[config.mk]
export PLATFORM = sky130hd
export DESIGN_NAME = spatz_spm_partition_ctrl
export DESIGN_NICKNAME = d
export VERILOG_FILES = /design/src/rtl/spatz_spm_partition_ctrl.sv
export SDC_FILE = /design/constraint.sdc
export NUM_CORES = 1
export LEC_CHECK = 0
export CAP_MARGIN = 20
export CORE_AREA = 3 3 59 102
export DETAILED_ROUTE_END_ITERATION = 7
export DIE_AREA = 0 0 62 105
export PLACE_DENSITY = 0.72
export SETUP_SLACK_MARGIN = 0.1
export SLEW_MARGIN = 15
export SYNTH_ARGS = -nofsm -noshare
export SYNTH_HDL_FRONTEND = slang
export SYNTH_SLANG_ARGS = --single-unit
[constraint.sdc]
create_clock -name clk_i -period 2.3 [get_ports clk_i]
set_input_delay 0.46 -clock clk_i [delete_from_list [all_inputs] [get_ports clk_i]]
set_output_delay 0.46 -clock clk_i [all_outputs]
set_load 0.05 [all_outputs]
[src/rtl/spatz_spm_partition_ctrl.sv]
// Scratchpad/cache partition controller.
// A resize request stalls the cache and waits for it to drain. It then writes
// back and invalidates every line index between the old and new SPM size, waits
// for those flushes to settle, and only then commits the new SPM size to the
// SRAM wrapper.
module spatz_spm_partition_ctrl #(
    parameter int unsigned BankAddrWidth = 8,
    parameter int unsigned ResetSpmSize  = 0
) (
    input  logic                     clk_i,
    input  logic                     rst_i,
    input  logic                     cfg_valid_i,
    output logic                     cfg_ready_o,
    input  logic [BankAddrWidth-1:0] cfg_size_i,
    output logic [BankAddrWidth-1:0] spm_size_o,
    output logic                     cache_stall_o,
    input  logic                     cache_idle_i,
    output logic                     flush_valid_o,
    input  logic                     flush_ready_i,
    output logic [BankAddrWidth-1:0] flush_addr_o,
    output logic                     busy_o
);

    // One extra bit so a sweep ending at the top line index compares without wrapping.
    localparam int unsigned CntWidth = BankAddrWidth + 1;

    typedef enum logic [2:0] {
        IDLE,
        DRAIN,
        FLUSH,
        FWAIT,
        COMMIT
    } state_e;

    state_e                     state_q, state_d;
    logic [CntWidth-1:0]        cnt_q, cnt_d;
    logic [CntWidth-1:0]        hi_q, hi_d;
    logic [BankAddrWidth-1:0]   new_q, new_d;
    logic [BankAddrWidth-1:0]   size_q, size_d;

    logic                       cfg_ready_q, cfg_ready_d;
    logic                       busy_q, busy_d;
    logic                       stall_q, stall_d;
    logic                       flush_valid_q, flush_valid_d;
    logic [BankAddrWidth-1:0]   flush_addr_q, flush_addr_d;

    // Next-state logic, sweep bookkeeping and next values of the registered outputs.
    always_comb begin
        state_d = state_q;
        cnt_d   = cnt_q;
        hi_d    = hi_q;
        new_d   = new_q;
        size_d  = size_q;

        case (state_q)
            IDLE: begin
                if (cfg_valid_i && cfg_ready_q) begin
                    new_d = cfg_size_i;
                    // The sweep always runs upward from the smaller size to the larger one.
                    if (cfg_size_i < size_q) begin
                        cnt_d = CntWidth'(cfg_size_i);
                        hi_d  = CntWidth'(size_q);
                    end else begin
                        cnt_d = CntWidth'(size_q);
                        hi_d  = CntWidth'(cfg_size_i);
                    end
                    state_d = DRAIN;
                end
            end
            DRAIN: begin
                if (cache_idle_i) begin
                    state_d = (cnt_q < hi_q) ? FLUSH : COMMIT;
                end
            end
            FLUSH: begin
                if (flush_ready_i) begin
                    cnt_d = cnt_q + CntWidth'(1);
                    if (cnt_d == hi_q) begin
                        state_d = FWAIT;
                    end
                end
            end
            FWAIT: begin
                if (cache_idle_i) begin
                    state_d = COMMIT;
                end
            end
            COMMIT: begin
                size_d  = new_q;
                state_d = IDLE;
            end
            default: begin
                state_d = IDLE;
            end
        endcase

        cfg_ready_d   = (state_d == IDLE);
        busy_d        = (state_d != IDLE);
        stall_d       = (state_d != IDLE);
        flush_valid_d = (state_d == FLUSH);
        flush_addr_d  = flush_valid_d ? cnt_d[BankAddrWidth-1:0] : '0;
    end

    // State, sweep and output registers; reset abandons any sweep in flight.
    always_ff @(posedge clk_i or posedge rst_i) begin
        if (rst_i) begin
            state_q       <= IDLE;
            cnt_q         <= '0;
            hi_q          <= '0;
            new_q         <= '0;
            size_q        <= BankAddrWidth'(ResetSpmSize);
            cfg_ready_q   <= 1'b1;
            busy_q        <= 1'b0;
            stall_q       <= 1'b0;
            flush_valid_q <= 1'b0;
            flush_addr_q  <= '0;
        end else begin
            state_q       <= state_d;
            cnt_q         <= cnt_d;
            hi_q          <= hi_d;
            new_q         <= new_d;
            size_q        <= size_d;
            cfg_ready_q   <= cfg_ready_d;
            busy_q        <= busy_d;
            stall_q       <= stall_d;
            flush_valid_q <= flush_valid_d;
            flush_addr_q  <= flush_addr_d;
        end
    end

    assign cfg_ready_o   = cfg_ready_q;
    assign busy_o        = busy_q;
    assign cache_stall_o = stall_q;
    assign flush_valid_o = flush_valid_q;
    assign flush_addr_o  = flush_addr_q;
    assign spm_size_o    = size_q;

endmodule
==> qor.log <==
[cts] CTS root buf clkbuf_8
[global_route] met3 Track Usage GR 0.0309
[power] power share of the combinational group 0.604
[timing] final period utilization 0.914
[placement] routability congestion estimate from global placement 0.870
[power] worst supply voltage drop on vdd 0.000742 V
[routing] vias after detailed routing 2411
[timing] Final Max Tran Viols 0
[timing] transition time of the tightest slew-check pin 0.498 ns
[power] internal power 2.81 mW
[placement] Detail Placement HPWL 5140 um
[logic_synthesis] asr flop ratio synth 1.00
[worst_hold_path] Min-Delay Path Class in2async
[die] starting utilization of the core area 0.537
[global_route] global routing usage on met2 0.396
[logic_synthesis] combinational family with the most area after synthesis compound AO/OA/AOI/OAI gates
[critical_path] data arrival time at the worst-slack endpoint 2.29 ns
[final_layout] Layout Area Growth over Synthesis 27.0%
[timing] Final Hold Violating Endpoints 0
[logic_synthesis] number of nets in the synthesized netlist 327
[critical_path] category of the most critical setup path reg2reg
[logic_synthesis] mean cell area of the mapped netlist 9.55 um2
[cts] TritonCTS clock tree built
[die] die footprint 6510 um2
[logic_synthesis] ys flop type dfrtp_1
[power] power after layout 5.19 mW
[logic_synthesis] multiplexer area fraction after synthesis 0.0180
[critical_path] element type at the critical path start flip-flop
[global_route] number of antenna violations at the first check in global routing 0
[die] I/O pin total 33
[final_layout] number of nets at the end of the flow 388
[critical_path] required arrival time at the worst endpoint 2.49 ns
[timing] maximum clock rate 476 MHz
[cts] maximum clock path buffer count 2
[die] die width 62 um
[routing] DRC violations left 0
[global_route] via count of the first global-routing pass 2361
[global_route] first-pass GRT wire length 10800 um
[logic_synthesis] simple logic cell fraction of the synthesized area 0.193
[logic_synthesis] XOR/XNOR Fraction of Synth Area 0.0277
[die] die height 105 um
[power] pwr dens 1440 nW/um2
[routing] initial DRC count 74
[logic_synthesis] cell area after synthesis 2850 um2
[logic_synthesis] cell type with the largest total area after synthesis dfrtp_1
[routing] Routed Antenna Nets 0
[final_layout] # diodes 0
[logic_synthesis] area share of the largest cell type after synthesis 0.404
[placement] post-place instance area 3460 um2
[placement] number of input and output port buffers inserted 32
[power] clock network fraction of total power 0.114
[routing] wire length per cell 14.9 um
[global_route] grt ovf 0
[timing] unrepaired setup endpoints after global routing false
[cts] TritonCTS buffer count 5
[power] total net switching power 2.39 mW
[timing] Finish-stage setup viols 0
[power] part of the power in registers 0.282
[cts] CTS H-tree depth 2
[critical_path] largest fanout on the critical path 8
[global_route] met1 track demand over resource 0.238
[final_layout] share of layout cells above drive strength 1 0.203
[cts] clk sinks 47
[logic_synthesis] share of the yosys chip area belonging to registers 0.414
[die] number of standard-cell rows in the floorplan 35
[logic_synthesis] number of storage elements in the synthesis netlist 47
[routing] drt via density 5.57
[status] outcome completed
[timing] WHS 0.466 ns
[power] fraction of power spent switching nets 0.459
[power] cell leakage power 1.58 nW
[die] core box area 5300 um2
[logic_synthesis] Yosys warnings 0
[critical_path] Critical Path Sink Type flip-flop
[global_route] total track usage 0.217
[logic_synthesis] Cell variety after synth 62
[cts] clk slew on worst S/H paths 0.09 ns
[logic_synthesis] leading post-synthesis cells by cell area dfrtp_1, ha_1, nand2_1
[logic_synthesis] post-synthesis cell count 298
[logic_synthesis] compound-cell area share of the yosys netlist 0.211
[cts] insertion delay to the later sink of the worst-skew pair 0.30 ns
[logic_synthesis] adder-cell area share of the yosys netlist 0.0703
[routing] Initial DRT Pass Iterations 4
[routing] total wirelength of the detailed-routed design 6450 um
[timing] Clock Skew 0.00844 ns
[flow_run] number of max-cap violations 0
[timing] final-layout setup total negative slack 0 ns
[timing] worst max-slew margin expressed relative to the limit 0.667
[global_route] largest net degree at the start of global routing 30
[final_layout] post-route standard cell area excluding fillers 3620 um2
[timing] final period demand of the worst path 2.10 ns
[global_route] busiest metal layer after global routing met2
[logic_synthesis] EDFF count, synth 0
-- registers in the layout (all words and copies together), names as in the netlist --
name / flops
cache_stall_o: 1
cfg_ready_o: 1
cnt_q: 9
flush_addr_o: 8
flush_valid_o: 1
hi_q: 8
new_q: 8
spm_size_o: 8
state_q: 3
-- power groups by stage --
stage               combinational (mW)  clock, mW  sequential (mW)
floorplan                         1.77          0             1.79
global placement                  3.00          0             1.47
detailed placement                3.04          0             1.48
CTS                               3.11      0.604             1.47
global route                      3.43      0.638             1.52
finish                            3.14      0.590             1.47
-- Yosys cell counts, drive strengths merged (6+ instances only) --
| cell type | count |
|---|---|
| buf | 12 |
| a21oi | 16 |
| nor2 | 6 |
| o21ai | 15 |
| ha | 16 |
| a211oi | 7 |
| inv | 20 |
| o221ai | 7 |
| nand2 | 46 |
| nor3 | 7 |
| clkbuf | 6 |
| nand3 | 17 |
| dfrtp | 46 |
-- layer usage --
layer,vias to the layer above,routed length [um]
li1,1204,-
met1,1140,2490
met2,54,3630
met3,13,189
met4,0,145
met5,-,0
-- what timing repair did --
| action | CTS | global route |
|---|---|---|
| pin swaps | 3 | 3 |
| setup endpoints to repair | 15 | 16 |
| hold buffers | 0 | 0 |
| resized for setup | 4 | 9 |
| setup buffers | 0 | 1 |
| gates cloned | 0 | 0 |
-- worst max-delay path, cell delays in order, from the launching register on --
cell	delay [ns]
dfrtp_2	0.42
inv_2	0.07
ha_1	0.22
a2111o_1	0.45
a221oi_2	0.27
buf_4	0.22
nor3_1	0.06
a311o_1	0.28
-- stage by stage --
| step | util | setup slack [ns] | instances |
|---|---|---|---|
| after floorplan | - | 0.141 | 298 |
| after global routing | 0.682 | 0.101 | 433 |
| after CTS | 0.678 | 0.129 | 432 |
| final | 0.682 | 0.199 | 433 |
| after global placement | 0.654 | -0.230 | 425 |
| after detailed placement | 0.654 | -0.257 | 425 |
-- path summary, 6_finish.rpt --
check	from	end	slack, ns	cells after the start
setup reg to reg	spm_size_o[1]$_DFFE_PP0N_	cnt_q[1]$_DFF_PP0_	0.20	7
hold / removal	rst_i	cnt_q[1]$_DFF_PP0_	0.47	2
hold reg to reg	new_q[7]$_DFFE_PP0P_	new_q[7]$_DFFE_PP0P_	0.48	2
max in group asynchronous	rst_i	cfg_ready_o$_DFF_PP1_	1.25	3
min in group clk_i	new_q[7]$_DFFE_PP0P_	new_q[7]$_DFFE_PP0P_	0.48	2
setup / recovery	spm_size_o[1]$_DFFE_PP0N_	cnt_q[1]$_DFF_PP0_	0.20	7
-- area by class of cell --
| class | instances | area, um2 |
|---|---|---|
| fill | 420 | 1680 |
| timing repair buffer | 72 | 639 |
| clock buffer | 5 | 68.8 |
| sequential | 47 | 1180 |
| clock inverter | 2 | 37.5 |
| tap | 74 | 92.6 |
| inverter | 21 | 80.1 |
| multi-input combinational | 212 | 1520 |
-- logic make-up after synthesis --
logic type / after synthesis
adders and majority gates: 16
DFF: 47
muxes: 5
and+or+nand+nor: 104
buffers and inverters: 39
AOI/OAI and AO/OA: 78
xor gates and xnor gates: 9
-- placed cells by master, fill, tap and decap left out, types with 6 or more instances in the layout --
cell type,netlist,layout
o221ai_1,7,7
nor2_1,6,6
buf_4,3,38
a21oi_1,14,14
dfrtp_1,46,44
inv_1,20,18
o21ai_0,13,12
ha_1,16,14
nor3_1,7,6
clkdlybuf4s50_1,0,28
nand3_1,16,16
nand2_1,45,45
(Power assumes the default switching activity.)
